**config.mk**
```make
export PLATFORM = sky130hd
export DESIGN_NAME = alu_host_module
export DESIGN_NICKNAME = d
export VERILOG_FILES = /design/src/rtl/alu_host_module.sv
export SDC_FILE = /design/constraint.sdc
export NUM_CORES = 1
export LEC_CHECK = 0
export CAP_MARGIN = 20
export CELL_PAD_IN_SITES_DETAIL_PLACEMENT = 0
export CELL_PAD_IN_SITES_GLOBAL_PLACEMENT = 1
export CORE_UTILIZATION = 34
export CTS_CLUSTER_SIZE = 10
export DETAILED_ROUTE_END_ITERATION = 6
export PLACE_DENSITY_LB_ADDON = 0.1
export SLEW_MARGIN = 5
export SYNTH_ARGS = -nofsm -noshare
export SYNTH_HDL_FRONTEND = slang
export SYNTH_SLANG_ARGS = --single-unit
```
**constraint.sdc**
```tcl
create_clock -name i_clk -period 3.6 [get_ports i_clk]
set_input_delay 0.36 -clock i_clk [delete_from_list [all_inputs] [get_ports i_clk]]
set_output_delay 0.36 -clock i_clk [all_outputs]
set_load 0.005 [all_outputs]
```
**src/rtl/alu_host_module.sv**
```systemverilog
// ---------------------------------------------------------------------------
// alu_host_module
// Host-side sequencer for a FIFO-attached ALU. It accepts one request
// (opcode + two operands), pushes opcode, A and B into the TX FIFO, then
// pops exactly one result byte from the RX FIFO (first-word-fall-through).
//
// Optional feature macro: ALU_HOST_TIMEOUT_EN
//   defined   -> WAIT_RES gives up after TIMEOUT_CYCLES empty cycles and
//                flags o_timeout
//   undefined -> WAIT_RES waits indefinitely, o_timeout tied low
//
// Ports
//   i_clk        clock, rising edge
//   i_reset      synchronous active-high reset
//   i_start      request pulse, sampled only in IDLE
//   i_op         opcode to send
//   i_dataA/B    operands
//   i_full       TX FIFO full
//   i_empty      RX FIFO empty
//   i_readdata   RX FIFO head (valid when i_empty = 0)
//   o_write      TX push strobe (combinational)
//   o_writedata  byte pushed when o_write = 1
//   o_read       RX pop strobe (combinational)
//   o_result     last received result byte
//   o_busy       high in every state except IDLE
//   o_done       one-cycle completion pulse
//   o_timeout    last transaction ended without a result
// ---------------------------------------------------------------------------
module alu_host_module #(
    parameter int unsigned NB_DATA        = 8,
    parameter int unsigned NB_OP          = 6,
    parameter int unsigned TIMEOUT_CYCLES = 1024
) (
    input  logic               i_clk,
    input  logic               i_reset,
    input  logic               i_start,
    input  logic [NB_OP-1:0]   i_op,
    input  logic [NB_DATA-1:0] i_dataA,
    input  logic [NB_DATA-1:0] i_dataB,
    input  logic               i_full,
    input  logic               i_empty,
    input  logic [NB_DATA-1:0] i_readdata,
    output logic               o_write,
    output logic [NB_DATA-1:0] o_writedata,
    output logic               o_read,
    output logic [NB_DATA-1:0] o_result,
    output logic               o_busy,
    output logic               o_done,
    output logic               o_timeout
);

    typedef enum logic [2:0] {
        ST_IDLE     = 3'd0,
        ST_SEND_OP  = 3'd1,
        ST_SEND_A   = 3'd2,
        ST_SEND_B   = 3'd3,
        ST_WAIT_RES = 3'd4,
        ST_DONE     = 3'd5
    } state_t;

    state_t             state;
    state_t             next_state;
    logic [NB_OP-1:0]   op_q;
    logic [NB_DATA-1:0] data_a_q;
    logic [NB_DATA-1:0] data_b_q;
    logic               timeout_hit_c;
    logic               accept_c;

    assign accept_c = (state == ST_IDLE) && i_start;

    // State register
    always_ff @(posedge i_clk) begin
        if (i_reset) begin
            state <= ST_IDLE;
        end else begin
            state <= next_state;
        end
    end

    // Next-state logic; SEND states advance only on an actual push
    always_comb begin
        next_state = state;
        case (state)
            ST_IDLE:     if (i_start) next_state = ST_SEND_OP;
            ST_SEND_OP:  if (o_write) next_state = ST_SEND_A;
            ST_SEND_A:   if (o_write) next_state = ST_SEND_B;
            ST_SEND_B:   if (o_write) next_state = ST_WAIT_RES;
            ST_WAIT_RES: if (o_read || timeout_hit_c) next_state = ST_DONE;
            ST_DONE:     next_state = ST_IDLE;
            default:     next_state = ST_IDLE;
        endcase
    end

    // Output decode; strobes are masked during reset so an abandoned
    // transaction never pushes or pops in the cycle reset is applied
    always_comb begin
        o_write     = 1'b0;
        o_read      = 1'b0;
        o_writedata = '0;
        o_busy      = 1'b1;
        o_done      = 1'b0;
        case (state)
            ST_IDLE: begin
                o_busy = 1'b0;
            end
            ST_SEND_OP: begin
                o_write     = !i_full && !i_reset;
                o_writedata = NB_DATA'(op_q);
            end
            ST_SEND_A: begin
                o_write     = !i_full && !i_reset;
                o_writedata = data_a_q;
            end
            ST_SEND_B: begin
                o_write     = !i_full && !i_reset;
                o_writedata = data_b_q;
            end
            ST_WAIT_RES: begin
                o_read = !i_empty && !i_reset;
            end
            ST_DONE: begin
                o_done = 1'b1;
            end
            default: begin
                o_busy = 1'b0;
            end
        endcase
    end

    // Request capture; operands only change on an accepted start
    always_ff @(posedge i_clk) begin
        if (i_reset) begin
            op_q     <= '0;
            data_a_q <= '0;
            data_b_q <= '0;
        end else if (accept_c) begin
            op_q     <= i_op;
            data_a_q <= i_dataA;
            data_b_q <= i_dataB;
        end
    end

    // Result capture; holds until the next pop
    always_ff @(posedge i_clk) begin
        if (i_reset) begin
            o_result <= '0;
        end else if (o_read) begin
            o_result <= i_readdata;
        end
    end

`ifdef ALU_HOST_TIMEOUT_EN
    localparam int unsigned CNT_W = $clog2(TIMEOUT_CYCLES + 1);

    logic [CNT_W-1:0] wait_cnt;

    // Expires on the TIMEOUT_CYCLES-th empty WAIT_RES cycle; a non-empty
    // RX FIFO on that cycle wins because the hit requires i_empty
    assign timeout_hit_c = (state == ST_WAIT_RES) && i_empty &&
                           (wait_cnt == CNT_W'(TIMEOUT_CYCLES - 1));

    // Wait counter; idles at zero outside WAIT_RES so entry starts fresh
    always_ff @(posedge i_clk) begin
        if (i_reset) begin
            wait_cnt <= '0;
        end else if (state != ST_WAIT_RES) begin
            wait_cnt <= '0;
        end else if (i_empty) begin
            wait_cnt <= wait_cnt + CNT_W'(1);
        end
    end

    // Timeout flag; cleared when a new request is accepted
    always_ff @(posedge i_clk) begin
        if (i_reset) begin
            o_timeout <= 1'b0;
        end else if (accept_c) begin
            o_timeout <= 1'b0;
        end else if (timeout_hit_c) begin
            o_timeout <= 1'b1;
        end
    end
`else
    // No timeout hardware; the parameter is still referenced so both builds
    // share one parameter list without an unused-parameter report
    assign timeout_hit_c = (TIMEOUT_CYCLES == 32'd0) && 1'b0;
    assign o_timeout     = 1'b0;
`endif

endmodule

```
## Word level (Yosys, flattened, before mapping)

Cells that the tools add are included.

- Register bits: 33
- Input port bits: 35
- Output and inout port bits: 21
- Logic and storage cells: 36

- Equality and inequality tests: 10
- Multiplexer cells: 11
- Reductions and logical operators: 10

Operator list:

| cell | count |
|---|---|
| $pmux W8 S3 | 1 |
| $mux W3 | 5 |
| $pmux W3 S5 | 1 |
| $ne A2 B2 Y1 const B | 5 |
| $eq A3 B2 Y1 const B | 2 |
| $eq A3 B3 Y1 const B | 2 |
| $reduce_and A5 Y1 | 1 |
| $reduce_or A5 Y1 | 1 |
| $mux W1 | 4 |
| $eq A3 B1 Y1 const B | 1 |
| $logic_and A1 B1 Y1 | 3 |
| $logic_not A1 Y1 | 3 |
| $logic_not A3 Y1 | 1 |
| $reduce_or A3 Y1 | 1 |

## Longest topological paths before layout

Gate-level depths: netlist of the first run.

- Depth in word-level cells: 5
- Gate-level depth with buffers: 5
- Mapped depth without buffers: 3

## Worst setup path before layout of the first run

OpenSTA, ideal clock, no wires.

- Kind: flip-flop to output port
- Start: register state[1]
- End: output o_writedata[2]
- Arrival: 1.103 ns
- Setup slack: 2.137 ns
- Cell stages (with the launch flop): 5
- Cell sequence: dfxtp_1 > buf_2 > mux2_2 > nand2_1 > a21oi_1

- Cells in the longest elaborated chain, start to end: 2
- Elaborated cells between the ends (all ways): 4

Ends and longest elaborated chain:

| item | line | RTL |
|---|---|---|
| start, declared | 61 | `state_t state;` |
| start signal, assigned | 76 | `state <= next_state;` |
| $eq A3 B2 Y1 / $eq A3 B1 Y1 (equally long branches) | 102 | `case (state)` |
| $pmux W8 S3 * | 102 |  |
| end, declared | 44 | `output logic [NB_DATA-1:0] o_writedata,` |

Every way passes the cells marked *; elsewhere a longest branch is shown, timed or not.

## Final worst setup path of the first run

- Start: input i_reset
- End: output o_read

- Cells in the longest elaborated chain, start to end: 3

Ends and longest elaborated chain:

| item | line | RTL |
|---|---|---|
| start, declared | 35 | `input logic i_reset,` |
| $logic_not A1 Y1 | 119 | `o_read = !i_empty && !i_reset;` |
| $logic_and A1 B1 Y1 | 119 |  |
| $mux W1 | 102 |  |
| end, declared | 45 | `output logic o_read,` |

Every way passes these cells.

==> results of run 1 <==
-- state kept, by name, indices dropped and copies added (netlist names) --
signal / count
o_result: 8
data_b_q: 8
data_a_q: 8
op_q: 6
state: 3
-- stage by stage --
step / hold slack (ns) / utilization / worst slack, ns / std cells
3_3_place_gp: 0.442 / 0.477 / 0.991 / 277
6_report: 0.456 / 0.504 / 0.970 / 285
5_1_grt: 0.471 / 0.504 / 0.789 / 285
2_1_floorplan: 0.433 / - / 2.14 / 183
3_5_place_dp: 0.445 / 0.477 / 0.918 / 277
4_1_cts: 0.455 / 0.504 / 0.942 / 285
-- critical path, delay by kind of cell --
| family | cells | cell delay [ns] |
|---|---|---|
| buffers and inverters | 3 | 1.40 |
| and+or+nand+nor | 2 | 0.50 |
-- final timing paths --
path / endpoint / slack, ns
setup reg to reg: o_result[2]$_SDFFE_PP0P_ / 1.76
hold reg to reg: data_b_q[7]$_SDFFE_PP0P_ / 0.46
hold / removal: data_b_q[7]$_SDFFE_PP0P_ / 0.46
setup / recovery: o_read / 0.97
-- power by group through the flow --
stage / Clock, mW / Sequential [mW] / Combinational [mW]
detailed placement: 0 / 0.420 / 0.137
CTS: 0.367 / 0.412 / 0.138
global placement: 0 / 0.420 / 0.136
global route: 0.386 / 0.416 / 0.150
floorplan: 0 / 0.405 / 0.0890
finish: 0.355 / 0.412 / 0.137
-- Yosys cell counts (2+ instances only) --
cell,n
dfxtp_1,33
inv_1,2
mux2i_1,2
nand2_1,51
nand3b_1,6
mux2_2,14
a21oi_1,30
nor2b_1,12
buf_2,6
clkbuf_1,3
nor2_1,6
nor3_1,2
buf_6,3
-- area by class of cell --
class                      instances  share of cell area
tap                               52              0.0299
inverter                           2             0.00345
clock inverter                     1              0.0138
clock buffer                       7              0.0396
sequential                        33               0.303
multi-input combinational        134               0.355
timing repair buffer              56               0.255
-- cell families (layout without fill, tap and decap cells) --
group | after synthesis | after routing | share of synthesized area
compound gates | 33 | 33 | 0.111
simple gates | 83 | 83 | 0.271
buf+inv | 16 | 66 | 0.0614
mux | 16 | 16 | 0.116
other cells | 1 | 1 | 0.00245
xor+xnor | 1 | 1 | 0.00573
flops | 33 | 33 | 0.432
-- metal layers --
layer,vias to the layer above,GRT usage
met4,0,0.0680
met5,-,0
met1,633,0.217
met3,7,0.0541
li1,702,-
met2,48,0.262
==> flow_summary_export.csv, run 1 <==
group,metric,value,unit
outcome,status,"finished, final reports clean",
critical_path,arrival,2.27,ns
global_routing,gr-usage-all-layers,0.169,
global_routing,grt_start_max_net_pins,25,
cells_and_area,seq_area,661,sq um
sta,timing.fmax,380,MHz
critical_path,cpPeakStageDelay,0.78,ns
pwr,switchingPower,0.211,mW
yosys,ys_async_sr_fraction,0,
place,post_dp_cell_area,0.00206,sq mm
sta,slew_headroom,0.428,
yosys,post-synth-top-area-fraction,0.432,
routing,wl,3.76,mm
yosys,syn-num-nets,218,
pwr,pwr-share-seq,0.456,
critical_path,setup.worst_path.class,"input port to output port",
die,io_pins,56,
worst_hold_path,hp-start,"data_b_q[7]$_SDFFE_PP0P_",
sta,drv_slew,0,
routing,drc,0,
routing,top_layer,"met4",
pwr,power,0.903,mW
clock_network,cts_sinks,33,
clock_network,postCtsSetupRepairBufs,0,
cells_and_area,drive_above_1_share,0.112,
critical_path,worstSetupStartpointType,"input port",
clock_network,cts_tree,"built",
pwr,powerDensity,415,mW/mm^2
global_routing,antenna_found_initial,0,
clock_network,clockBufferDepth,2,
global_routing,grt_first_pass_wirelength,6.40,mm
die,die-area,0.00477,sq mm
pwr,vdd.ir_drop.worst,0.193,mV
yosys,yosysSeqAreaShare,0.432,
pwr,switching_share,0.234,
yosys,ys_warn_count,0,
critical_path,cp_slowest_cell,"clkdlybuf4s50_1",
pwr,pwr-share-clk,0.393,
cells_and_area,fill_cells,429,
sta,final-setup-viol-count,0,
clock_network,cts_made_buffers,5,
worst_hold_path,hold_depth,2,
clock_network,root_buffer,"clkbuf_8",
routing,vias_per_cell,4.88,
global_routing,grt_overflow,0,
yosys,synth_ff_type,"dfxtp_1",
sta,clock_skew,0.00666,ns
pwr,p_comb_frac,0.151,
sta,period_needed,2.63,ns
die,die_x,69.0,um
cells_and_area,final_nets,267,
critical_path,rr_startpoint,"state[1]$_SDFFE_PP0P_",
yosys,synth_cell_types,26,
pwr,internal_power,0.692,mW
sta,tns,0,ns
routing,drt_iter0_drc,101,
routing,met3WireLength,237,um
routing,routedLengthMet1,1.71,mm
yosys,synth_area,0.00153,sq mm
cells_and_area,stdcell_area,0.00218,sq mm
sta,period_share,0.731,
critical_path,cpMostUsedCell,"clkdlybuf4s50_1",
critical_path,cp-startpoint,"i_reset",
sta,rsz0062_at_grt,"no",
yosys,yosysTopAreaCell,"dfxtp_1",
cells_and_area,multi_input_area,773,sq um
critical_path,critPathMaxFanout,21,
yosys,avgSynthCellArea,8.35,sq um
clock_network,h-tree-depth,2,
clock_network,ctsResizeCount,0,
yosys,netlist_instances,183,
cells_and_area,n_antenna_cell,0,
place,dp_hpwl,2.71,mm
yosys,synthTopCellsByArea,"dfxtp_1 (43%), nand2_1 (13%), mux2_2 (10%), a21oi_1 (9.8%), nor2b_1 (4.9%)",
critical_path,crit_chain,"clkdlybuf4s50_1 > nor2_1 > nand3_2 > inv_1 > clkdlybuf4s50_1",
routing,via_count,1390,
die,die_y,69.0,um
yosys,synth_edf_count,0,
worst_hold_path,hp-class,"register to register",
clock_network,hold_buffers,0,
clock_network,clk_latency,0.28,ns
critical_path,cp.required,3.24,ns
routing,drtPass1Iterations,6,
die,start_util,0.353,
flow_run,max_cap_viol_count,0,
clock_network,clkSlewWorstSetupHoldPaths,0.06,ns
place,numPortBuffers,54,
sta,tightest_slew,0.857,ns
place,place.gp.congestion,0.815,
yosys,synth_seq_cells,33,
critical_path,r2r_cells,3,
cells_and_area,final_common_cell,"clkdlybuf4s50_1",
die,row_count,24,
critical_path,worstSetupEndpointType,"output port",
cells_and_area,area_growth,42.6,%
global_routing,first_global_vias,1319,
cells_and_area,final_cell_mix,"clkdlybuf4s50_1 (54), nand2_1 (51), dfxtp_1 (33)",
die,core_area,0.00432,sq mm
routing,route.met2.wl,1.75,mm
routing,wire_per_inst,13.2,um
sta,hold_viol_final,0,
routing,antenna_left,0,
pwr,leakagePower,0.810,nW
(Power assumes the default switching activity.)
==> run 2, diff against run 1 <==
Settings changed: CORE_UTILIZATION 34 to 28.
Clock period 3.6 ns to 2.3 ns, I/O delays scaled along.
==> run 2 against run 1 <==
Global-route usage fell by 1.8 points. Sequential power rose by 54%. Register-to-register slack got worse by 1.1 ns. Clock skew fell by 0.0045 ns. Highest routed layer unchanged.
==> flow_summary_export.csv, run 2 (same netlist as run 1, synthesis figures left out) <==
group,metric,value,unit
global_routing,gr-usage-all-layers,0.151,
critical_path,rr_startpoint,"state[2]$_SDFFE_PP0P_",
clock_network,cts_tree,"built",
cells_and_area,drive_above_1_share,0.142,
pwr,powerDensity,604,mW/mm^2
pwr,leakagePower,0.837,nW
global_routing,grt_overflow,0,
die,io_pins,56,
critical_path,crit_buf_inv,3,
critical_path,arrival,1.89,ns
die,row_count,26,
cells_and_area,final_cell_mix,"clkdlybuf4s50_1 (54), nand2_1 (51), dfxtp_1 (32)",
clock_network,hold_buffers,0,
worst_hold_path,hp-start,"data_b_q[2]$_SDFFE_PP0P_",
critical_path,worstSetupStartpointType,"register",
routing,top_layer,"met4",
critical_path,cp-startpoint,"state[2]$_SDFFE_PP0P_",
routing,vias_per_cell,4.53,
critical_path,critPathMaxFanout,10,
die,die_x,75.9,um
sta,period_share,0.921,
sta,tns,0,ns
sta,timing.fmax,472,MHz
global_routing,grt_start_max_net_pins,23,
global_routing,antenna_found_initial,0,
critical_path,cp.required,2.07,ns
critical_path,reg2reg_to,"data_b_q[4]$_SDFFE_PP0P_",
routing,wl,3.87,mm
routing,drtPass1Iterations,4,
flow_run,max_cap_viol_count,0,
place,preCtsSetupSlack,0.319,ns
worst_hold_path,hp-class,"register to register",
outcome,status,"finished, final reports clean",
clock_network,clk_latency,0.28,ns
sta,rsz0062_at_grt,"no",
clock_network,clkSlewWorstSetupHoldPaths,0.07,ns
critical_path,r2r_cells,4,
critical_path,ff2ff_setup_slack,0.66,ns
routing,routedLengthMet1,1.68,mm
routing,antenna_left,0,
routing,drt_iter0_drc,53,
routing,via_count,1400,
routing,met3WireLength,180,um
worst_hold_path,hold_end,"data_b_q[2]$_SDFFE_PP0P_",
worst_hold_path,hold_depth,2,
place,place.gp.congestion,0.665,
routing,route.met2.wl,1.99,mm
die,start_util,0.295,
clock_network,root_buffer,"clkbuf_8",
critical_path,cp_top_family,"buffers and inverters",
sta,hold_viol_final,0,
pwr,vdd.ir_drop.worst,0.243,mV
cells_and_area,top_regs,"data_a_q x8, data_b_q x8, o_result x8",
global_routing,first_global_vias,1377,
critical_path,cp_slowest_cell,"dfxtp_1",
routing,wire_per_inst,12.5,um
critical_path,worstSetupEndpointType,"output port",
global_routing,grt_first_pass_wirelength,6.31,mm
clock_network,h-tree-depth,2,
die,die-area,0.00576,sq mm
cells_and_area,final_common_cell,"clkdlybuf4s50_1",
die,die_y,75.9,um
critical_path,cpPeakStageDelay,0.54,ns
clock_network,cts_made_buffers,5,
cells_and_area,area_growth,46.1,%
clock_network,clockBufferDepth,2,
sta,clock_skew,0.00212,ns
cells_and_area,final_nets,273,
clock_network,cts_sinks,33,
sta,period_needed,2.12,ns
critical_path,crit_chain,"buf_4 > nand3_2 > inv_1 > clkdlybuf4s50_1",
cells_and_area,n_antenna_cell,0,
die,core_area,0.00517,sq mm
critical_path,setup.worst_path.class,"register to output port",
place,numPortBuffers,54,
sta,drv_slew,0,
place,dp_hpwl,2.84,mm
sta,final-setup-viol-count,0,
sta,finalWorstSetupSlack,0.181,ns
routing,drc,0,
==> run 2: changes by cell type in the layout (fill, tap and decap cells not counted) <==
| cell | delta |
|---|---|
| buf_4 | +6 |
| bufinv_16 | -1 |
| clkbuf_1 | -1 |
| clkbuf_8 | +1 |
| clkinv_2 | +1 |
| dfxtp_1 | -1 |
| dfxtp_2 | +1 |
==> run 2: cell type report <==
cell class / instances / area, sq um
clock buffers: 7 / 96.3
inverters: 2 / 7.51
repair buffers: 62 / 601
flip-flops and latches: 33 / 662
multi-input cells: 134 / 773
well taps: 70 / 87.6
fillers: 544 / 2940
clock inverters: 1 / 5.00
==> run 2: worst max-delay path by stage <==
stage          cells past startpoint                        to  slack, ns
5_1_grt                            4                    o_read       0.03
2_1_floorplan                      5  data_a_q[7]$_SDFFE_PP0P_       0.94
6_report                           4                    o_read       0.18
3_5_place_dp                       4            o_writedata[0]       0.32
4_1_cts                            4            o_writedata[0]      0.006
3_3_place_gp                       4            o_writedata[0]       0.33
==> run 2: power breakdown <==
group	leakage [nW]	switching [mW]	total [mW]	internal, mW
Combinational	0.513	0.102	0.237	0.135
Sequential	0.270	0.0294	0.635	0.605
Clock	0.0542	0.206	0.476	0.270
==> run 2: metrics by stage <==
step	util	cell area (sq um)	hold WS [ns]	power, mW	std cells
final	0.432	2230	0.455	1.35	309
after global routing	0.432	2230	0.483	1.43	309
after CTS	0.431	2230	0.457	1.37	309
after detailed placement	0.412	2130	0.447	0.888	301
after global placement	0.412	2130	0.442	0.883	301
after floorplan	-	1530	0.366	0.773	183
==> run 2: routing by layer <==
metal  vias to the layer above  track usage
met5                         -            0
met3                         2       0.0489
met4                         0       0.0556
met2                        34        0.270
li1                        714            -
met1                       650        0.166
==> run 2: worst min-delay path, stage by stage, from the launching register on <==
cell	delay [ns]
dfxtp_1	0.31
nand2_1	0.05
a21oi_1	0.05
==> run 2: what timing repair did <==
action / in CTS / in global routing
resized for setup: 0 / 1
setup buffers: 0 / 0
setup endpoints to repair: 0 / 7
==> run 3, diff against run 2 <==
Settings changed: CAP_MARGIN 20 to unset.
==> results of run 3 <==
The final DEF is identical to that of run 2; final timing and power are the same.
